--- config.mk ---
export PLATFORM = sky130hd
export DESIGN_NAME = pipe_hazard_ctrl
export DESIGN_NICKNAME = d
export VERILOG_FILES = /design/src/rtl/pipe_hazard_ctrl.sv
export SDC_FILE = /design/constraint.sdc
export NUM_CORES = 1
export LEC_CHECK = 0
export ABC_AREA = 1
export BUFFER_PORTS_ARGS = -buffer_cell sky130_fd_sc_hd__buf_2
export CAP_MARGIN = 20
export CELL_PAD_IN_SITES_DETAIL_PLACEMENT = 1
export CELL_PAD_IN_SITES_GLOBAL_PLACEMENT = 1
export CORE_MARGIN = 2
export CORE_UTILIZATION = 36
export CTS_CLUSTER_DIAMETER = 40
export DETAILED_ROUTE_END_ITERATION = 12
export PLACE_DENSITY_LB_ADDON = 0.2
export SLEW_MARGIN = 20
export SYNTH_ARGS = -nofsm -noshare
export SYNTH_HDL_FRONTEND = slang
export SYNTH_SLANG_ARGS = --single-unit
--- constraint.sdc ---
create_clock -name clk_IDEX -period 1.35 [get_ports clk_IDEX]
set_input_delay 0.135 -clock clk_IDEX [delete_from_list [all_inputs] [get_ports clk_IDEX]]
set_output_delay 0.135 -clock clk_IDEX [all_outputs]
set_load 0.02 [all_outputs]
--- src/rtl/pipe_hazard_ctrl.sv ---
// Pipeline sequencing controller for the 5-stage RV32 SCPU.
// Generates the PC / IF/ID / ID/EX / EX/MEM / MEM/WB enables and bubble
// controls. A small scoreboard tracks in-flight destination registers so
// that load-use and RAW hazards can be detected. The controller also
// handles EX-stage redirects and freezes the pipe during data-memory waits.
module pipe_hazard_ctrl #(
  parameter int          FORWARD_EN = 1,
  parameter int unsigned MAX_WAIT   = 64,
  parameter int unsigned CNT_W      = 16
) (
  input  logic             clk_IDEX,
  input  logic             rst_IDEX,
  input  logic [4:0]       id_rs1_addr,
  input  logic [4:0]       id_rs2_addr,
  input  logic             id_rs1_used,
  input  logic             id_rs2_used,
  input  logic [4:0]       id_rd_addr,
  input  logic             id_regwrite,
  input  logic             id_is_load,
  input  logic             id_valid,
  input  logic             ex_redirect,
  input  logic             dmem_req,
  input  logic             dmem_ack,
  output logic             PC_en,
  output logic             en_IFID,
  output logic             NOP_IFID,
  output logic             en_IDEX,
  output logic             NOP_IDEX,
  output logic             en_EXMEM,
  output logic             en_MEMWB,
  output logic [CNT_W-1:0] stall_cnt,
  output logic             dmem_timeout
);

  typedef enum logic {RUN, MEM_WAIT} state_t;

  typedef struct packed {
    logic       valid;
    logic [4:0] rd;
    logic       regwrite;
    logic       is_load;
  } slot_t;

  localparam logic [15:0] WAIT_LIM = 16'(MAX_WAIT);
  localparam logic [15:0] WAIT_PRE = 16'(MAX_WAIT - 1);

  state_t      state_q, state_d;
  slot_t       ex_q, mem_q, wb_q;
  slot_t       id_slot;
  logic [15:0] wait_q;
  logic        mem_wait;
  logic        hit_ex, hit_mem;
  logic        data_hazard;

  // The WB slot never stalls (write-first register file); it is kept only
  // so the scoreboard mirrors the pipe.
  logic        unused_ok;
  assign unused_ok = ^{wb_q, mem_q.is_load};

  function automatic logic slot_hit(input slot_t s,
                                    input logic [4:0] rs1, input logic u1,
                                    input logic [4:0] rs2, input logic u2);
    return s.valid && s.regwrite && (s.rd != 5'd0) &&
           ((u1 && (rs1 == s.rd)) || (u2 && (rs2 == s.rd)));
  endfunction

  // Hazard detection against the in-flight EX and MEM writers.
  always_comb begin
    mem_wait    = dmem_req && !dmem_ack;
    hit_ex      = slot_hit(ex_q,  id_rs1_addr, id_rs1_used, id_rs2_addr, id_rs2_used);
    hit_mem     = slot_hit(mem_q, id_rs1_addr, id_rs1_used, id_rs2_addr, id_rs2_used);
    data_hazard = (FORWARD_EN != 0) ? (hit_ex && ex_q.is_load) : (hit_ex || hit_mem);
    id_slot     = '{valid: 1'b1, rd: id_rd_addr, regwrite: id_regwrite, is_load: id_is_load};
  end

  // Next state and prioritised pipe controls: reset, freeze, redirect, hazard.
  always_comb begin
    state_d  = state_q;
    PC_en    = 1'b1;
    en_IFID  = 1'b1;
    NOP_IFID = 1'b0;
    en_IDEX  = 1'b1;
    NOP_IDEX = 1'b0;
    en_EXMEM = 1'b1;
    en_MEMWB = 1'b1;
    case (state_q)
      RUN:      if (mem_wait) state_d = MEM_WAIT;
      MEM_WAIT: if (dmem_ack) state_d = RUN;
      default:  state_d = RUN;
    endcase
    if (rst_IDEX) begin
      state_d  = RUN;
      PC_en    = 1'b0;
      en_IFID  = 1'b0;
      NOP_IFID = 1'b1;
      en_IDEX  = 1'b0;
      NOP_IDEX = 1'b1;
      en_EXMEM = 1'b0;
      en_MEMWB = 1'b0;
    end else if (mem_wait) begin
      PC_en    = 1'b0;
      en_IFID  = 1'b0;
      en_IDEX  = 1'b0;
      en_EXMEM = 1'b0;
      en_MEMWB = 1'b0;
    end else if (ex_redirect) begin
      NOP_IFID = 1'b1;
      NOP_IDEX = 1'b1;
    end else if (data_hazard) begin
      PC_en    = 1'b0;
      en_IFID  = 1'b0;
      NOP_IDEX = 1'b1;
    end
  end

  // State, scoreboard shift, wait/timeout tracking and stall counter.
  always_ff @(posedge clk_IDEX or posedge rst_IDEX) begin
    if (rst_IDEX) begin
      state_q      <= RUN;
      ex_q         <= '0;
      mem_q        <= '0;
      wb_q         <= '0;
      wait_q       <= '0;
      dmem_timeout <= 1'b0;
      stall_cnt    <= '0;
    end else begin
      state_q <= state_d;
      if (en_IDEX)  ex_q  <= (NOP_IDEX || !id_valid) ? '0 : id_slot;
      if (en_EXMEM) mem_q <= ex_q;
      if (en_MEMWB) wb_q  <= mem_q;
      if (dmem_ack) begin
        wait_q <= '0;
      end else if (mem_wait) begin
        if (wait_q != WAIT_LIM) wait_q <= wait_q + 16'd1;
        if (wait_q == WAIT_PRE) dmem_timeout <= 1'b1;
      end
      if (!PC_en && (stall_cnt != '1)) stall_cnt <= stall_cnt + 1'b1;
    end
  end

endmodule

# After elaboration in Yosys (flattened, before gate mapping)
# Index checks and enable logic that the tools add are counted.
dict set report classes {
  bitwise 1
  addsub 2
  n_reduce_logical 18
  eq_ne 5
  n_mux 17
}
# operator count
set ops {}
lappend ops {{$mux 16} 3}
lappend ops {{$add 16x1->16 const B} 2}
lappend ops {{$eq 16x6->1 const B} 1}
lappend ops {{$ne 16x16->1 const B} 1}
lappend ops {{$ne 16x7->1 const B} 1}
lappend ops {{$mux 1} 13}
lappend ops {{$eq 5x5->1} 2}
lappend ops {{$logic_and 1x1->1} 8}
lappend ops {{$mux 8} 1}
lappend ops {{$reduce_bool 5->1} 1}
lappend ops {{$reduce_bool 2->1} 2}
lappend ops {{$logic_not 1->1} 3}
lappend ops {{$reduce_and 3->1} 1}
lappend ops {{$logic_or 1x1->1} 2}
lappend ops {{$reduce_and 2->1} 1}
lappend ops {{$not 1->1} 1}
dict set report word_totals {
  register_bits 41
  inputBits 25
}

# Longest topological paths before layout
dict set report depth {
  word_depth 11
  depth_mapped 12
  mapped_depth_nobuf 11
}

# Worst setup path before layout
# No wires, ideal clock.
dict set report synth_path {
  path_type {flip-flop to flip-flop}
  start {register stall_cnt[0]}
  end {register stall_cnt[2]}
  synth_period_minus_slack_ns 1.689
  path_slack_ns -0.339
  path_buffers 1
  t_arrival_ns 1.571
  stages_incl_launch_ff 10
  cell_sequence {dfrtp_1 ha_1 nand3_1 inv_2 nand2_2 nor2_4 nand3_4 buf_2 nand3_1 nand2_1}
}
dict set report synth_via {
  elab_chain_len 2
  elab_cells_between_ends 3
}
# item line
set synth_rtl {}
lappend synth_rtl {{start, declared} 31} ;# output logic [CNT_W-1:0] stall_cnt,
lappend synth_rtl {{start signal, assigned} 137} ;# if (!PC_en && (stall_cnt != '1)) stall_cnt <= stall_cnt + 1'b1;
lappend synth_rtl {{branches (longest 2 deep; another with $add 16x1->16)} n/a}
# Parallel ways; which one is timed is not known.
# A chain may end at the register's enable or synchronous reset.

# Worst setup path after layout
dict set report layout_path {
  start {register wait_q[1]}
  end {register wait_q[15]}
}
dict set report layout_via {
  elab_chain_len 4
  elab_cells_between_ends 7
}
# item line
set layout_rtl {}
lappend layout_rtl {{start, declared} 50} ;# logic [15:0] wait_q;
lappend layout_rtl {{start signal, assigned} 134} ;# if (wait_q != WAIT_LIM) wait_q <= wait_q + 16'd1;
lappend layout_rtl {{$add 16x1->16} 134}
lappend layout_rtl {{$mux 16} 134}
lappend layout_rtl {{$mux 16} 133} ;# end else if (mem_wait) begin
lappend layout_rtl {{$mux 16} 131} ;# if (dmem_ack) begin
# Parallel ways exist; a longest one is shown, timed or not. The select of a mux whose other input is x is not followed.

==> impl_metrics.csv <==
group,metric,value,unit
final_layout,fillers,953,
timing,worst_slack,-0.391,ns
floorplanning,coreArea,0.00729,mm^2
drt,wl,10.2,mm
synth,yosys.area.top_type_share,37.6,%
floorplanning,die_y,91.0,um
drt,drt_iter0_markers,78,
grt,grt_first_pass_wirelength,16.6,mm
min_path,hold-path-endpoint,"ex_q[0]",
drt,antenna_left,0,
grt,grt_overflow,0,
critical_path,cp-end-kind,"flip-flop",
place,dp_hpwl,6.89,mm
synth,synth-simple-area-share,42.5,%
pwr,p_total,3340,uW
drt,viasPerCell,4.96,
pwr,p_sw_share,34.0,%
floorplanning,row_count,31,
timing,whs,0.0979,ns
pwr,seqPwrFrac,42.7,%
timing,grt_setup_unrepaired,"yes",
critical_path,max_stage_delay,0.43,ns
critical_path,slowest_stage,"dfrtp_1",
cts,cts_buffer_depth,2,
synth,seq_area_frac_synth,37.6,%
min_path,holdPathStages,3,
cts,h-tree-depth,2,
drt,drc_errors,0,
floorplanning,dieArea,0.00829,mm^2
critical_path,crit_type,"flip-flop to flip-flop",
cts,cts_buffers,5,
critical_path,required,1.58,ns
floorplanning,die_w,91.0,um
timing,hold_viol,0,
drt,vias,3130,
final_layout,num_antenna_cells,0,
critical_path,crit_path_cell_trace,"inv_2, ha_4, nand3_4, nor4_4, nand2_2, nand2_4, nand2_4, inv_6, buf_8, nand2_2, o21ai_2",
cts,ctsRootBufferMaster,"clkbuf_8",
critical_path,ff2ff_path_depth,11,
cts,clk_latency,0.29,ns
timing,worst_pin_slew,0.349,ns
place,place_congestion,0.820,
cts,clock_sinks,41,
critical_path,arrival,1.97,ns
floorplanning,io_pins,49,
synth,synth-compound-area-share,3.85,%
final_layout,drive_gt1_share,41.7,%
critical_path,crit_fanout,6,
min_path,min_from,"id_is_load",
timing,timing.final.crit_period,1.74,ns
min_path,hold_path_class,"primary input to flip-flop",
timing,clock.fmax,574,MHz
synth,synth_xor_area_share,5.46,%
pwr,p_clk_share,26.2,%
pwr,internal-power,2200,uW
run,drv_cap,0,
timing,relSlewSlack,76.7,%
floorplanning,initial_core_util,37.4,%
synth,yosys.area_share.adder,1.38,%
synth,syn_nets,416,
pwr,p_per_area,802,mW/mm^2
pwr,p_leak,0.00222,uW
synth,synthMuxAreaShare,0,%
final_layout,fin_nets,559,
synth,ys_ff_latch,41,
timing,fin_skew,0.0106,ns
pwr,switchingPower,1130,uW
critical_path,r2r_slack,-0.39,ns
synth,avgSynthCellArea,7.03,um^2
synth,synth.area.top_cells,"dfrtp_1 (38%), nand2_1 (18%), nand3_1 (9.7%)",
timing,report.final.slew_viol_count,0,
synth,synth_top_family_by_area,"simple AND/OR/NAND/NOR gates",
critical_path,start_kind,"flip-flop",
synth,synthCells,388,
grt,grt_use_total,24.7,%
synth,synthesis.area,0.00273,mm^2
critical_path,worstReg2RegStart,"wait_q[1]",
pwr,p_comb_share,31.1,%
drt,wl_per_cell,16.2,um
final_layout,layout_common_cells,"nand2_1 (113), buf_4 (88), nand3_1 (46), buf_2 (46), dfrtp_1 (37)",
final_layout,areaGrowthSynthToFinish,52.6,%
grt,grt_pass1_vias,3444,
cts,cts.clk_slew.worst_paths,0.09,ns
synth,synth_area_leader_cell,"dfrtp_1",
final_layout,ff_latch_area,0.00103,mm^2
final_layout,layout_commonest_cell,"nand2_1",
grt,grt_start_max_net_pins,39,
critical_path,rr_endpoint,"wait_q[15]",
pwr,ir_worst_vdd,0.522,mV
place,port_buffers,48,
timing,post-route-period-util,129,%
run_status,violations,"setup timing",
timing,setup_viol,43,
synth,synth_warnings,0,
final_layout,multi_input_area,0.00169,mm^2
grt,antenna_found_initial,0,
cts,tritoncts,"yes",
synth,synth.distinct_cells,29,
run_status,outcome,"finished, violations left",
drt,first_pass_iters,4,
cells by family after synthesis:
logic type               count (synthesis)
AO/OA/AOI/OAI                           19
flip-flops                              41
AND/OR/NAND/NOR                        252
buffers and inverters                   56
adder cells (fa/ha/maj)                  3
XOR/XNOR                                17
power groups by stage:
stage / clock network, uW / registers (uW) / logic, uW
after floorplan: 0 / 1560 / 377
after global placement: 0 / 1440 / 908
after detailed placement: 0 / 1440 / 938
after CTS: 900 / 1420 / 1030
after global routing: 933 / 1440 / 1130
final: 876 / 1420 / 1040
Yosys cell counts:
library cell / number
nand4_1: 17
a21oi_2: 1
o21ai_0: 12
nand3_2: 1
nor3_2: 3
nor4_1: 1
ha_1: 3
or2_2: 2
o21bai_1: 1
nor2_1: 28
xnor2_1: 9
buf_2: 1
buf_6: 3
a31o_2: 1
nand3_1: 53
buf_4: 4
o21ai_1: 4
nand2_1: 129
nand3b_1: 4
dfrtp_1: 41
nor2_4: 2
clkbuf_1: 1
nand2_4: 2
nand3_4: 1
nor3_1: 7
nand2_2: 2
inv_2: 7
inv_1: 40
xor2_1: 8
worst max-delay path by stage:
stage | start | end | slack, ns | cells after the start
2_1_floorplan | stall_cnt[0] | stall_cnt[3] | -0.13 | 10
3_3_place_gp | wait_q[0] | wait_q[12] | -0.19 | 9
3_5_place_dp | wait_q[0] | wait_q[14] | -0.22 | 11
4_1_cts | ex_q[6] | PC_en | -0.38 | 10
5_1_grt | ex_q[2] | en_IFID | -0.47 | 10
6_report | wait_q[1] | wait_q[15] | -0.39 | 11
cell type report:
cell class,count,share of cell area [%]
Sequential cell,41,24.8
Multi-Input combinational cell,291,40.6
Clock buffer,8,2.17
Inverter,47,4.48
Tap cell,99,2.98
Timing Repair Buffer,145,25.0
layer usage:
layer  routed length (um)  global-route usage [%]  share of wire, %
met1                 4320                    28.4                42
met3                  183                    3.49               1.8
met5                    0                       0                 0
met4                   79                    5.81              0.77
met2                 5670                    47.7                55
repair_timing:
action | 4_1_cts | 5_1_grt
gates resized for setup | 54 | 33
pin swaps | 5 | 9
hold buffers | 1 | 0
cloned | 2 | 0
setup buffers | 9 | 7
setup endpoints to repair | 44 | 45
endpoints found under the hold margin | 3 | 0
worst max-delay path, delay by kind of cell, from the launching register on:
family | cells | cell delay [ns]
AND/OR/NAND/NOR | 6 | 0.70
flip-flops | 1 | 0.43
buffers and inverters | 3 | 0.33
adder cells (fa/ha/maj) | 1 | 0.15
AO/OA/AOI/OAI | 1 | 0.06
flip-flops by register name, indices dropped and copies added, names as in the netlist:
| signal | count |
|---|---|
| wait_q | 16 |
| stall_cnt | 16 |
| dmem_timeout | 1 |
| ex_q | 8 |
stage by stage:
step	utilization, %	cells	worst slack (ns)	instance area [um^2]	TNS, ns
after floorplan	-	388	-0.130	2760	-2.80
after CTS	56.2	631	-0.382	4100	-10.00
after global placement	51.0	611	-0.194	3720	-5.77
after detailed placement	51.0	611	-0.225	3720	-7.66
after global routing	57.1	631	-0.472	4160	-16.08
final	57.1	631	-0.391	4160	-12.28
Power figures use the tool's default switching activity.
